### src/rtl/mem_stage_pkg.sv
// ============================================================================
// Module   : mem_stage_pkg
// Function : Shared types and control-bit indices for the MEM pipeline stage.
// Revision : 1.0
// ============================================================================
`default_nettype none

package mem_stage_pkg;

  typedef enum logic [0:0] {
    IDLE   = 1'b0,
    ACCESS = 1'b1
  } state_t;

  // Bit positions inside the WB and M control bundles
  localparam int unsigned c_WB_REG_WRITE  = 1;
  localparam int unsigned c_WB_MEM_TO_REG = 0;
  localparam int unsigned c_M_BRANCH      = 2;
  localparam int unsigned c_M_MEM_READ    = 1;
  localparam int unsigned c_M_MEM_WRITE   = 0;

  localparam logic [1:0] c_WB_BUBBLE = 2'b00;

endpackage

`default_nettype wire

### src/rtl/mem_wb_reg.sv
// ============================================================================
// Module   : mem_wb_reg
// Function : MEM/WB pipeline register; loads a result or inserts a bubble.
// Revision : 1.0
// ============================================================================
`default_nettype none

module mem_wb_reg
  import mem_stage_pkg::*;
(
  input  logic        clk,
  input  logic        rst_n,
  input  logic        i_load,
  input  logic [1:0]  i_wb,
  input  logic [31:0] i_alu_result,
  input  logic [31:0] i_read_data,
  input  logic [4:0]  i_write_reg,
  output logic [1:0]  o_wb,
  output logic [31:0] o_alu_result,
  output logic [31:0] o_read_data,
  output logic [4:0]  o_write_reg
);

  logic [1:0]  r_wb;
  logic [31:0] r_alu_result;
  logic [31:0] r_read_data;
  logic [4:0]  r_write_reg;

  // A bubble only clears the control bits; data fields are don't-care downstream
  always_ff @(posedge clk or negedge rst_n) begin
    if (!rst_n) begin
      r_wb         <= c_WB_BUBBLE;
      r_alu_result <= '0;
      r_read_data  <= '0;
      r_write_reg  <= '0;
    end else if (i_load) begin
      r_wb         <= i_wb;
      r_alu_result <= i_alu_result;
      r_read_data  <= i_read_data;
      r_write_reg  <= i_write_reg;
    end else begin
      r_wb         <= c_WB_BUBBLE;
    end
  end

  assign o_wb         = r_wb;
  assign o_alu_result = r_alu_result;
  assign o_read_data  = r_read_data;
  assign o_write_reg  = r_write_reg;

endmodule

`default_nettype wire

### src/rtl/mem_stage_ctrl.sv
// ============================================================================
// Module   : mem_stage_ctrl
// Function : EX/MEM consumer: branch resolve, req/ack data-memory access with
//            timeout, pipeline stall and MEM/WB load. Optional misaligned
//            access trap enabled by MEM_ALIGN_CHECK_EN.
// Revision : 1.0
// ============================================================================
`default_nettype none

module mem_stage_ctrl
  import mem_stage_pkg::*;
#(
  parameter int MAX_WAIT = 16,
  parameter int AW       = 32
) (
  input  logic          clk,
  input  logic          rst_n,
  input  logic [1:0]    WB,
  input  logic [2:0]    M,
  input  logic [31:0]   PC,
  input  logic          zero,
  input  logic [31:0]   ALUresult,
  input  logic [31:0]   writeData,
  input  logic [4:0]    writeRegister,
  output logic          mem_req,
  output logic          mem_we,
  output logic [AW-1:0] mem_addr,
  output logic [31:0]   mem_wdata,
  input  logic          mem_ack,
  input  logic [31:0]   mem_rdata,
  output logic          stall,
  output logic          PCSrc,
  output logic [31:0]   branch_target,
  output logic          mem_err,
  output logic [1:0]    WB_output,
  output logic [31:0]   readData_output,
  output logic [31:0]   ALUresult_output,
  output logic [4:0]    writeRegister_output
);

  localparam int unsigned    c_CNT_W = (MAX_WAIT > 1) ? $clog2(MAX_WAIT) : 1;
  localparam logic [c_CNT_W-1:0] c_CNT_LAST = c_CNT_W'(MAX_WAIT - 1);

  state_t              r_state, w_state_nxt;
  logic [c_CNT_W-1:0]  r_cnt, w_cnt_nxt;
  logic                r_req, w_req_nxt;
  logic                r_we, w_we_nxt;
  logic [AW-1:0]       r_addr, w_addr_nxt;
  logic [31:0]         r_wdata, w_wdata_nxt;
  logic                r_err, w_err_nxt;
  logic                w_stall;
  logic                w_access;
  logic                w_misaligned;
  logic                w_wb_load;
  logic [1:0]          w_wb_val;
  logic [31:0]         w_rdata_val;

  assign w_access = M[c_M_MEM_READ] | M[c_M_MEM_WRITE];

`ifdef MEM_ALIGN_CHECK_EN
  assign w_misaligned = (ALUresult[1:0] != 2'b00);
`else
  assign w_misaligned = 1'b0;
`endif

  always_ff @(posedge clk or negedge rst_n) begin
    if (!rst_n) begin
      r_state <= IDLE;
      r_cnt   <= '0;
      r_req   <= 1'b0;
      r_we    <= 1'b0;
      r_addr  <= '0;
      r_wdata <= '0;
      r_err   <= 1'b0;
    end else begin
      r_state <= w_state_nxt;
      r_cnt   <= w_cnt_nxt;
      r_req   <= w_req_nxt;
      r_we    <= w_we_nxt;
      r_addr  <= w_addr_nxt;
      r_wdata <= w_wdata_nxt;
      r_err   <= w_err_nxt;
    end
  end

  always_comb begin
    w_state_nxt = r_state;
    w_cnt_nxt   = r_cnt;
    w_req_nxt   = r_req;
    w_we_nxt    = r_we;
    w_addr_nxt  = r_addr;
    w_wdata_nxt = r_wdata;
    w_err_nxt   = 1'b0;
    w_stall     = 1'b0;
    w_wb_load   = 1'b0;
    w_wb_val    = WB;
    w_rdata_val = '0;
    case (r_state)
      IDLE: begin
        if (w_access && !w_misaligned) begin
          w_stall     = 1'b1;
          w_req_nxt   = 1'b1;
          w_we_nxt    = M[c_M_MEM_WRITE];
          w_addr_nxt  = ALUresult[AW-1:0];
          w_wdata_nxt = writeData;
          w_cnt_nxt   = '0;
          w_state_nxt = ACCESS;
        end else if (w_access) begin
          w_err_nxt = 1'b1;
          w_wb_load = 1'b1;
          w_wb_val  = {1'b0, WB[c_WB_MEM_TO_REG]};
        end else begin
          w_wb_load = 1'b1;
        end
      end
      ACCESS: begin
        // Ack takes priority over timeout when both land in the same cycle
        if (mem_ack) begin
          w_req_nxt   = 1'b0;
          w_state_nxt = IDLE;
          w_wb_load   = 1'b1;
          w_rdata_val = r_we ? 32'd0 : mem_rdata;
        end else if (r_cnt == c_CNT_LAST) begin
          w_req_nxt   = 1'b0;
          w_state_nxt = IDLE;
          w_err_nxt   = 1'b1;
          w_wb_load   = 1'b1;
          w_wb_val    = {1'b0, WB[c_WB_MEM_TO_REG]};
        end else begin
          w_stall   = 1'b1;
          w_cnt_nxt = r_cnt + 1'b1;
        end
      end
      default: begin
        w_state_nxt = IDLE;
      end
    endcase
  end

  mem_wb_reg u_mem_wb_reg (
    .clk          (clk),
    .rst_n        (rst_n),
    .i_load       (w_wb_load),
    .i_wb         (w_wb_val),
    .i_alu_result (ALUresult),
    .i_read_data  (w_rdata_val),
    .i_write_reg  (writeRegister),
    .o_wb         (WB_output),
    .o_alu_result (ALUresult_output),
    .o_read_data  (readData_output),
    .o_write_reg  (writeRegister_output)
  );

  assign mem_req       = r_req;
  assign mem_we        = r_we;
  assign mem_addr      = r_addr;
  assign mem_wdata     = r_wdata;
  assign mem_err       = r_err;
  assign stall         = w_stall;
  assign PCSrc         = M[c_M_BRANCH] & zero & ~w_stall;
  assign branch_target = PC;

endmodule

`default_nettype wire
### config.mk
export PLATFORM = sky130hd
export DESIGN_NAME = mem_stage_ctrl
export DESIGN_NICKNAME = d
export VERILOG_FILES = /design/src/rtl/mem_stage_pkg.sv /design/src/rtl/mem_wb_reg.sv /design/src/rtl/mem_stage_ctrl.sv
export SDC_FILE = /design/constraint.sdc
export NUM_CORES = 1
export LEC_CHECK = 0
export ABC_AREA = 1
export CORE_MARGIN = 2
export CORE_UTILIZATION = 40
export CTS_CLUSTER_SIZE = 12
export DETAILED_ROUTE_END_ITERATION = 16
export PLACE_DENSITY = 0.83
export SYNTH_ARGS = -nofsm -noshare
export SYNTH_HDL_FRONTEND = slang
export SYNTH_SLANG_ARGS = --single-unit
### constraint.sdc
create_clock -name clk -period 4.55 [get_ports clk]
set_clock_uncertainty 0.15 [all_clocks]
set_input_delay 0.91 -clock clk [delete_from_list [all_inputs] [get_ports clk]]
set_output_delay 0.91 -clock clk [all_outputs]
set_load 0.1 [all_outputs]
==> out/results.txt, run 1 <==
Clock Tree Root - clkbuf_16
Final setup vio count - 0
Multiplexer share of the synthesized area - 0%
Share of cells above drive strength 1 - 5.38%
Wire length per cell - 14.3 um
Max-slew headroom - 31.5%
Routed Antenna Nets - 0
Longest Clk Path Bufs - 2
Synth Warn # - 0
Final Util - 63.2%
Largest stage delay, worst path - 0.60 ns
Row cnt - 43
Inserted Diodes - 0
# IOs - 314
Largest family of logic cells by synthesized area - simple AND/OR/NAND/NOR gates
Top cells by area, synth - dfrtp_1, nand2_1, o21ai_0
Adder-cell share of the synthesized area - 0.221%
XOR/XNOR Fraction of Synth Area - 0.154%
Hold-fix buffers at CTS - 0
Seq/Total Area, Yosys - 63.1%
DRC errors left - 0
Netlist Area Pre-Place - 5670 um2
Routed wire length - 14600 um
Die X - 123 um
CTS tree - built
Via density - 4.56
Status - finished clean
Worst Setup End Kind - output pin
Reg2Reg Setup Slack - 2.04 ns
Yosys top cell area share - 63.1%
Port bufs - 249
Mapped Nets - 753
Fmax - 306 MHz
P&R area growth vs syn - 54.7%
Die area - 15200 um2
Largest net degree at the start of global routing - 110
Detailed Route Iter0 Violations - 187
Critical path class - input pin to output pin
Initial antenna violation count - 0
Average size of a mapped cell - 9.30 um2
Sink Count - 143
Top Family by Delay on Critical Path - buffers and inverters
CP startpoint kind - input pin
Vias - 4636
Netlist cell types - 22
WP buf/inv - 2
Worst path arrival time - 2.21 ns
Leading area contributor after synthesis - dfrtp_1
Clock Latency Late Sink - 0.40 ns
GRT Total Usage - 19.4%
First-pass GRT wire length - 22500 um
Max-slew violations - 0
Synth Area in Compound Gates - 9.35%
Clk slew on worst S/H paths - 0.06 ns
Global placement routability congestion - 0.765
H-tree levels - 4
Crit path time final - 3.27 ns
Post-Synth Simple-Gate Area - 15.8%
Hold Vio Cnt, Final - 0
Remaining Overflow, GRT - 0
Worst Hold Class - register to register
Crit path cell chain - clkdlybuf4s50_1 -> nor2_4 -> nand2_1 -> nand2_4 -> nor2_1 -> buf_12
Post-CTS setup buffers - 0
Yosys reg bits - 143
Final period util - 71.8%
TritonCTS buffer count - 17
Worst Tran Pin Value - 1.02 ns
Final HPWL DP - 10100 um
Die Span Y - 123 um
Vias in the first global route - 4461
RSZ-0062 raised after global routing - no
Core footprint - 13900 um2
CTS resizes - 0
CP max stage cell - clkdlybuf4s50_1
Maxcap violations - 0
Post-Syn Instances - 610
Starting density of the core - 40.9%
CP max FO - 11
DR pass1 iterations - 4
Req. time, crit path - 3.49 ns
Setup TNS - 0 ns
Number of nets in the layout - 966
cells by family (layout without fill, tap and decap cells):
| family | count (synthesis) | count (layout) |
|---|---|---|
| adder cells (fa/ha/maj) | 1 | 1 |
| flip-flops | 143 | 143 |
| AO/OA/AOI/OAI | 102 | 102 |
| buffers and inverters | 130 | 356 |
| XOR/XNOR | 1 | 1 |
| AND/OR/NAND/NOR | 233 | 233 |
metal layers:
layer  track usage (%)  vias to the layer above  share of wire (%)
li1                  -                     2274                  -
met1              23.0                     2173                 40
met2              31.6                      175                 49
met3              7.93                       14                9.6
met4              7.24                        0                1.5
met5                 0                        -                  0
worst reg2reg max path, delay by kind of cell, from the launching register on:
family / cells / cell delay, ns
adders and majority gates: 1 / 0.25
and+or+nand+nor: 5 / 0.58
buffers and inverters: 2 / 0.99
DFF: 1 / 0.43
final timing paths:
check / from / to / cells after the start
setup / recovery: mem_ack / PCSrc / 6
hold / removal: mem_wdata[18] / mem_wdata[18] / 2
setup reg to reg: r_cnt[0] / u_mem_wb_reg.o_write_reg[1] / 8
hold reg to reg: mem_wdata[18] / mem_wdata[18] / 2
max in group asynchronous: rst_n / u_mem_wb_reg.o_read_data[31] / 2
min in group asynchronous: rst_n / mem_wdata[0] / 1
metrics by stage:
step | setup WS, ns | cells | cell area, um2 | hold WS, ns
CTS | 1.26 | 1016 | 8780 | 0.332
floorplan | 0.622 | 610 | 5670 | 0.314
finish | 1.28 | 1016 | 8780 | 0.327
global route | 1.20 | 1016 | 8780 | 0.336
detailed placement | 1.26 | 984 | 8060 | 0.316
global placement | 1.32 | 984 | 8060 | 0.311
synthesized netlist by cell type:
master,n
buf_2,9
nor3_1,2
nand2_4,1
inv_2,3
nand3_1,4
inv_1,68
buf_6,2
nand2_1,220
dfrtp_1,143
clkbuf_1,12
nor2_4,1
o21ai_0,97
a21oi_2,1
o211ai_1,1
a21oi_1,1
ha_1,1
buf_4,35
xnor2_1,1
nor2_1,5
o21a_1,1
o21ai_4,1
clkbuf_2,1
final cells by class:
class	instances	area [um2]
clock buffer	22	484
clock inverter	10	229
fill	1108	5100
inverter	71	267
multi-input combinational	337	1450
sequential	143	3580
tap	180	225
timing repair buffer	253	2540
layout by cell type (no fill, tap or decap):
master           instances
clkdlybuf4s50_1        246
nand2_1                220
dfrtp_1                143
o21ai_0                 97
inv_1                   68
clkbuf_16               17
bufinv_16                7
nor2_1                   5
nand3_1                  4
clkbuf_8                 4
buf_4                    4
inv_2                    3
nor3_1                   2
clkinv_2                 2
buf_12                   2
nor2_4                   1
o21ai_4                  1
nand2_4                  1
o211ai_1                 1
a21oi_1                  1
a21oi_2                  1
xnor2_1                  1
o21a_1                   1
ha_1                     1
clkbuf_1                 1
clkinv_4                 1
buf_6                    1
Power of run 1 is not shown: default switching activity piles up to over one toggle a cycle in this logic, so the estimate is an artifact.
==> run 2, diff against run 1 <==
--- a/config.mk
+++ b/config.mk
@@ -7,10 +7,10 @@
 export LEC_CHECK = 0
 export ABC_AREA = 1
 export CORE_MARGIN = 2
-export CORE_UTILIZATION = 40
+export CORE_UTILIZATION = 39
 export CTS_CLUSTER_SIZE = 12
 export DETAILED_ROUTE_END_ITERATION = 16
-export PLACE_DENSITY = 0.83
+export PLACE_DENSITY = 0.81
 export SYNTH_ARGS = -nofsm -noshare
 export SYNTH_HDL_FRONTEND = slang
 export SYNTH_SLANG_ARGS = --single-unit
==> constraint.sdc (replaced) <==
create_clock -name clk -period 3.3 [get_ports clk]
set_clock_uncertainty 0.15 [all_clocks]
set_input_delay 0.66 -clock clk [delete_from_list [all_inputs] [get_ports clk]]
set_output_delay 0.66 -clock clk [all_outputs]
set_load 0.1 [all_outputs]
==> run 2 against run 1 <==
Core utilization down 4.7 points. Via count down 0.17%. Die area up 2.5%. Non-clock buffer count up 6. Flip-flop and latch count unchanged. Routed wire length down 2.2%.
==> out/results.txt, run 2 (synthesized netlist as in run 1, its figures left out) <==
Final setup vio count - 0 (unchanged)
First-pass GRT wire length - 23100 um (+2.6%)
Routed wire length - 14200 um (-2.2%)
Number of nets in the layout - 972 (+0.62%)
Largest net degree at the start of global routing - 84 (-24%)
Maxcap violations - 0 (unchanged)
Worst-case reg-to-reg path depth - 5 (-3)
Stages on worst setup path - 6 (unchanged)
Req. time, crit path - 2.49 ns (-1.00 ns)
Worst path arrival time - 1.93 ns (-0.28 ns)
GRT Total Usage - 18.6% (-0.80 points)
Max-slew headroom - 47.8% (+16 points)
Post-CTS setup buffers - 0 (unchanged)
Starting density of the core - 39.5% (-1.4 points)
Crit path cell chain - clkdlybuf4s50_1 -> nor2_4 -> nand2_1 -> nand2_4 -> nor2_2 -> buf_12
Die Span Y - 125 um (+1.2%)
H-tree levels - 4 (unchanged)
Worst Tran Pin Value - 0.783 ns (-0.242 ns)
Critical path class - input pin to output pin
P&R area growth vs syn - 48.1%
Largest stage delay, worst path - 0.60 ns (about the same)
Global placement routability congestion - 0.812 (+6.2%)
Vias - 4628 (-0.17%)
Reg-to-Reg Start - r_state
Sink Count - 143 (unchanged)
Top Family by Delay on Critical Path - buffers and inverters
CTS resizes - 0 (unchanged)
Port bufs - 249 (unchanged)
CTS tree - built
Max-slew violations - 0 (unchanged)
CP max stage cell - clkdlybuf4s50_1
Share of cells above drive strength 1 - 22.5% (+17 points)
Vias in the first global route - 4626 (+3.7%)
Commonest non-fill, non-tap cells in the layout - nand2_1, buf_4, dfrtp_1
Worst Setup End Kind - output pin
RR Endpoint - mem_addr[16]
Clock Latency Late Sink - 0.41 ns (about the same)
Fmax - 365 MHz
Status - finished clean
DRC errors left - 0 (unchanged)
Die area - 15500 um2 (+2.5%)
Worst Hold Class - input pin to asynchronous set/reset pin
# IOs - 314 (unchanged)
WP buf/inv - 2 (unchanged)
Detailed Route Iter0 Violations - 217 (+16%)
Remaining Overflow, GRT - 0 (unchanged)
Longest Clk Path Bufs - 2 (unchanged)
Hold-fix buffers at CTS - 0 (unchanged)
Row cnt - 44 (+2.3%)
Via density - 4.52 (-1.0%)
Final HPWL DP - 10100 um (-0.43%)
TritonCTS buffer count - 17 (unchanged)
Crit path time final - 2.74 ns
DR pass1 iterations - 5 (+1)
RSZ-0062 raised after global routing - no
Final period util - 83.0%
Inserted Diodes - 0 (unchanged)
CP max FO - 13 (+2)
Clk slew on worst S/H paths - 0.06 ns (about the same)
Wire length per cell - 13.9 um (-3.1%)
CP startpoint kind - input pin
Routed Antenna Nets - 0 (unchanged)
Reg2Reg Setup Slack - 1.29 ns (-0.75 ns)
Core footprint - 14400 um2 (+3.5%)
Setup TNS - 0 ns (unchanged)
Initial antenna violation count - 0 (unchanged)
Leading cell type in the layout, fill and taps excluded - nand2_1
Clock Tree Root - clkbuf_16
Hold Vio Cnt, Final - 0 (unchanged)
Die X - 125 um (+1.2%)
run 2: area by class of cell:
class	count	area, um2
clock inverter	11	164
tap	184	230
clock buffer	20	457
timing repair buffer	259	2260
inverter	71	267
sequential	143	3580
multi-input combinational	337	1450
fill	1252	5970
run 2: how the worst max path moves through the flow:
stage,slack [ns],end,start
after floorplan,0.34,PCSrc,M[0]
after global placement,0.59,PCSrc,mem_ack
after global routing,0.50,PCSrc,mem_ack
after CTS,0.56,PCSrc,mem_ack
after detailed placement,0.53,mem_addr[15],M[0]
final,0.56,PCSrc,mem_ack
run 2: worst register-to-register path, cell delays in order, from the launching register on:
cell and delay, ns:
dfrtp_1 0.40, inv_2 0.12, o21ai_4 0.09, buf_4 0.44, buf_4 0.49, o21ai_0 0.17
run 2: routing by layer:
layer	vias to the layer above	wire length (um)	track usage, %
met5	-	0	0
met4	0	203	6.15
met3	17	1160	7.13
met2	195	6750	29.8
met1	2140	6120	23.1
li1	2276	-	-
run 2: metrics by stage:
stage | utilization, % | instance area (um2) | setup slack (ns) | hold slack, ns | std cells
after floorplan | - | 5680 | 0.341 | 0.214 | 610
after global placement | 54.2 | 7780 | 0.593 | 0.314 | 994
after detailed placement | 54.2 | 7780 | 0.534 | 0.317 | 994
after CTS | 58.5 | 8400 | 0.561 | 0.176 | 1025
after global routing | 58.5 | 8400 | 0.497 | 0.200 | 1025
final | 58.5 | 8400 | 0.561 | 0.129 | 1025
Power of run 2 is left out for the same reason.
==> run 3, diff against run 2 <==
--- a/config.mk
+++ b/config.mk
@@ -7,10 +7,10 @@
 export LEC_CHECK = 0
 export ABC_AREA = 1
 export CORE_MARGIN = 2
-export CORE_UTILIZATION = 39
+export CORE_UTILIZATION = 35
 export CTS_CLUSTER_SIZE = 12
 export DETAILED_ROUTE_END_ITERATION = 16
-export PLACE_DENSITY = 0.81
+export PLACE_DENSITY = 0.77
 export SYNTH_ARGS = -nofsm -noshare
 export SYNTH_HDL_FRONTEND = slang
 export SYNTH_SLANG_ARGS = --single-unit
==> constraint.sdc (replaced) <==
create_clock -name clk -period 2.38 [get_ports clk]
set_clock_uncertainty 0.15 [all_clocks]
set_input_delay 0.476 -clock clk [delete_from_list [all_inputs] [get_ports clk]]
set_output_delay 0.476 -clock clk [all_outputs]
set_load 0.1 [all_outputs]
==> run 3 against run 2 <==
Non-clock buffer count grew 2. Sequential share of layout area shrank 0.21 points. Critical path depth is the same. Worst hold slack gained 0.20 ns. Die area grew 11%. Critical path type is now register to output pin. Critical endpoint unchanged.
==> out/results.txt, run 3 (synthesized netlist as in run 1, its figures left out) <==
Status - finished clean
Reg-to-Reg Start - r_state
Hold Vio Cnt, Final - 0 (unchanged)
Via density - 4.34 (-3.9%)
Port bufs - 249 (unchanged)
Routed Antenna Nets - 0 (unchanged)
Die Span Y - 131 um (+5.4%)
Worst-case reg-to-reg path depth - 6 (+1)
Final HPWL DP - 10400 um (+3.7%)
Clock Tree Root - clkbuf_16
Starting density of the core - 35.7% (-3.8 points)
Fmax - 442 MHz
Leading cell type in the layout, fill and taps excluded - nand2_1
Worst Tran Pin Value - 0.693 ns (-0.0901 ns)
RR Endpoint - mem_wdata[11]
Crit path time final - 2.26 ns
Worst path arrival time - 1.64 ns (-0.29 ns)
DRC errors left - 0 (unchanged)
Routed wire length - 14700 um (+3.3%)
Worst Hold Class - register to register
Clk slew on worst S/H paths - 0.06 ns (about the same)
Vias - 4598 (-0.65%)
CP startpoint kind - register
Die X - 131 um (+5.4%)
Sequential Area - 3580 um2 (unchanged)
CP max FO - 10 (-3)
Detailed Route Iter0 Violations - 206 (-5.1%)
CTS tree - built
Vias in the first global route - 4541 (-1.8%)
Met2 wire length - 7080 um (+4.8%)
Reg2Reg Setup Slack - 0.54 ns (-0.75 ns)
# fillers - 1473 (+18%)
Wl on met1 - 6180 um (+1.1%)
Wire length per cell - 13.9 um (-0.13%)
Number of nets in the layout - 974 (+0.21%)
Worst Setup End Kind - output pin
Multi-input logic area - 1470 um2 (+1.0%)
Row cnt - 46 (+4.5%)
Clock Latency Late Sink - 0.41 ns (about the same)
Share of cells above drive strength 1 - 22.6% (+0.16 points)
Setup TNS - 0 ns (unchanged)
Largest net degree at the start of global routing - 67 (-20%)
Core footprint - 15900 um2 (+11%)
TritonCTS buffer count - 17 (unchanged)
Die area - 17200 um2 (+11%)
P&R area growth vs syn - 48.8%
Global placement routability congestion - 0.766 (-5.7%)
Final period util - 95.1%
Hold path endpoint - mem_wdata[19]
Initial antenna violation count - 0 (unchanged)
Hold path cells - 2
Sink Count - 143 (unchanged)
Commonest non-fill, non-tap cells in the layout - nand2_1, buf_4, dfrtp_1
Met3 WL - 1260 um (+9.2%)
Hold_sp - mem_wdata[19]
RSZ-0062 raised after global routing - no
Remaining Overflow, GRT - 0 (unchanged)
Final setup vio count - 0 (unchanged)
Maxcap violations - 0 (unchanged)
Max-slew headroom - 53.7% (+5.9 points)
Inserted Diodes - 0 (unchanged)
First-pass GRT wire length - 24000 um (+3.9%)
Critical path class - register to output pin
Top Metal Used - met4
H-tree levels - 4 (unchanged)
# IOs - 314 (unchanged)
Req. time, crit path - 1.75 ns (-0.74 ns)
DR pass1 iterations - 4 (-1)
Longest Clk Path Bufs - 2 (unchanged)
GRT Total Usage - 17.4% (-1.2 points)
Max-slew violations - 0 (unchanged)
==> run 3: metal layers <==
layer | track usage, % | up-vias
met3 | 6.60 | 15
met2 | 27.7 | 193
met4 | 4.77 | 0
li1 | - | 2273
met1 | 22.2 | 2117
met5 | 0 | -
==> run 3: final cells by class <==
class                      count  area share (%)
timing repair buffer         261            27.4
multi-input combinational    337            17.4
sequential                   143            42.4
tap                          216            3.20
clock buffer                  23            5.54
inverter                      71            3.16
clock inverter                 9            1.01
==> run 3: worst max path at each step <==
stage | slack, ns | cells after the start | from | to
2_1_floorplan | 0.02 | 7 | r_cnt[0] | PCSrc
3_3_place_gp | 0.15 | 5 | M[0] | mem_we
3_5_place_dp | 0.10 | 5 | M[0] | mem_we
4_1_cts | 0.06 | 6 | r_cnt[1] | PCSrc
5_1_grt | 0.01 | 6 | r_cnt[1] | PCSrc
6_report | 0.12 | 6 | r_cnt[1] | PCSrc
==> run 3: critical path, stage by stage (launching register included) <==
cell and delay [ns]:
dfrtp_1 0.37, ha_2 0.20, nand3_2 0.13, nand2_2 0.11, nand2_4 0.11, nor2_4 0.12
buf_12 0.18
==> run 3: what timing repair did <==
item | in CTS | in global routing
resized for setup | 1 | 2
hold endpoints to repair | 42 | 0
hold buffers | 1 | 0
endpoints found under the setup margin | 2 | 1
gates cloned | 0 | 0
setup buffers | 1 | 0
==> run 3: per-stage QoR <==
| stage | utilization [%] | area [um2] | worst slack (ns) | hold WS (ns) | cells |
|---|---|---|---|---|---|
| floorplan | - | 5680 | 0.0223 | 0.0304 | 610 |
| global placement | 49.5 | 7870 | 0.153 | 0.288 | 1026 |
| detailed placement | 49.5 | 7870 | 0.102 | 0.292 | 1026 |
| CTS | 53.1 | 8440 | 0.0585 | 0.332 | 1060 |
| global route | 53.2 | 8450 | 0.0132 | 0.343 | 1060 |
| finish | 53.2 | 8450 | 0.116 | 0.327 | 1060 |
Power of run 3 is left out for the same reason.
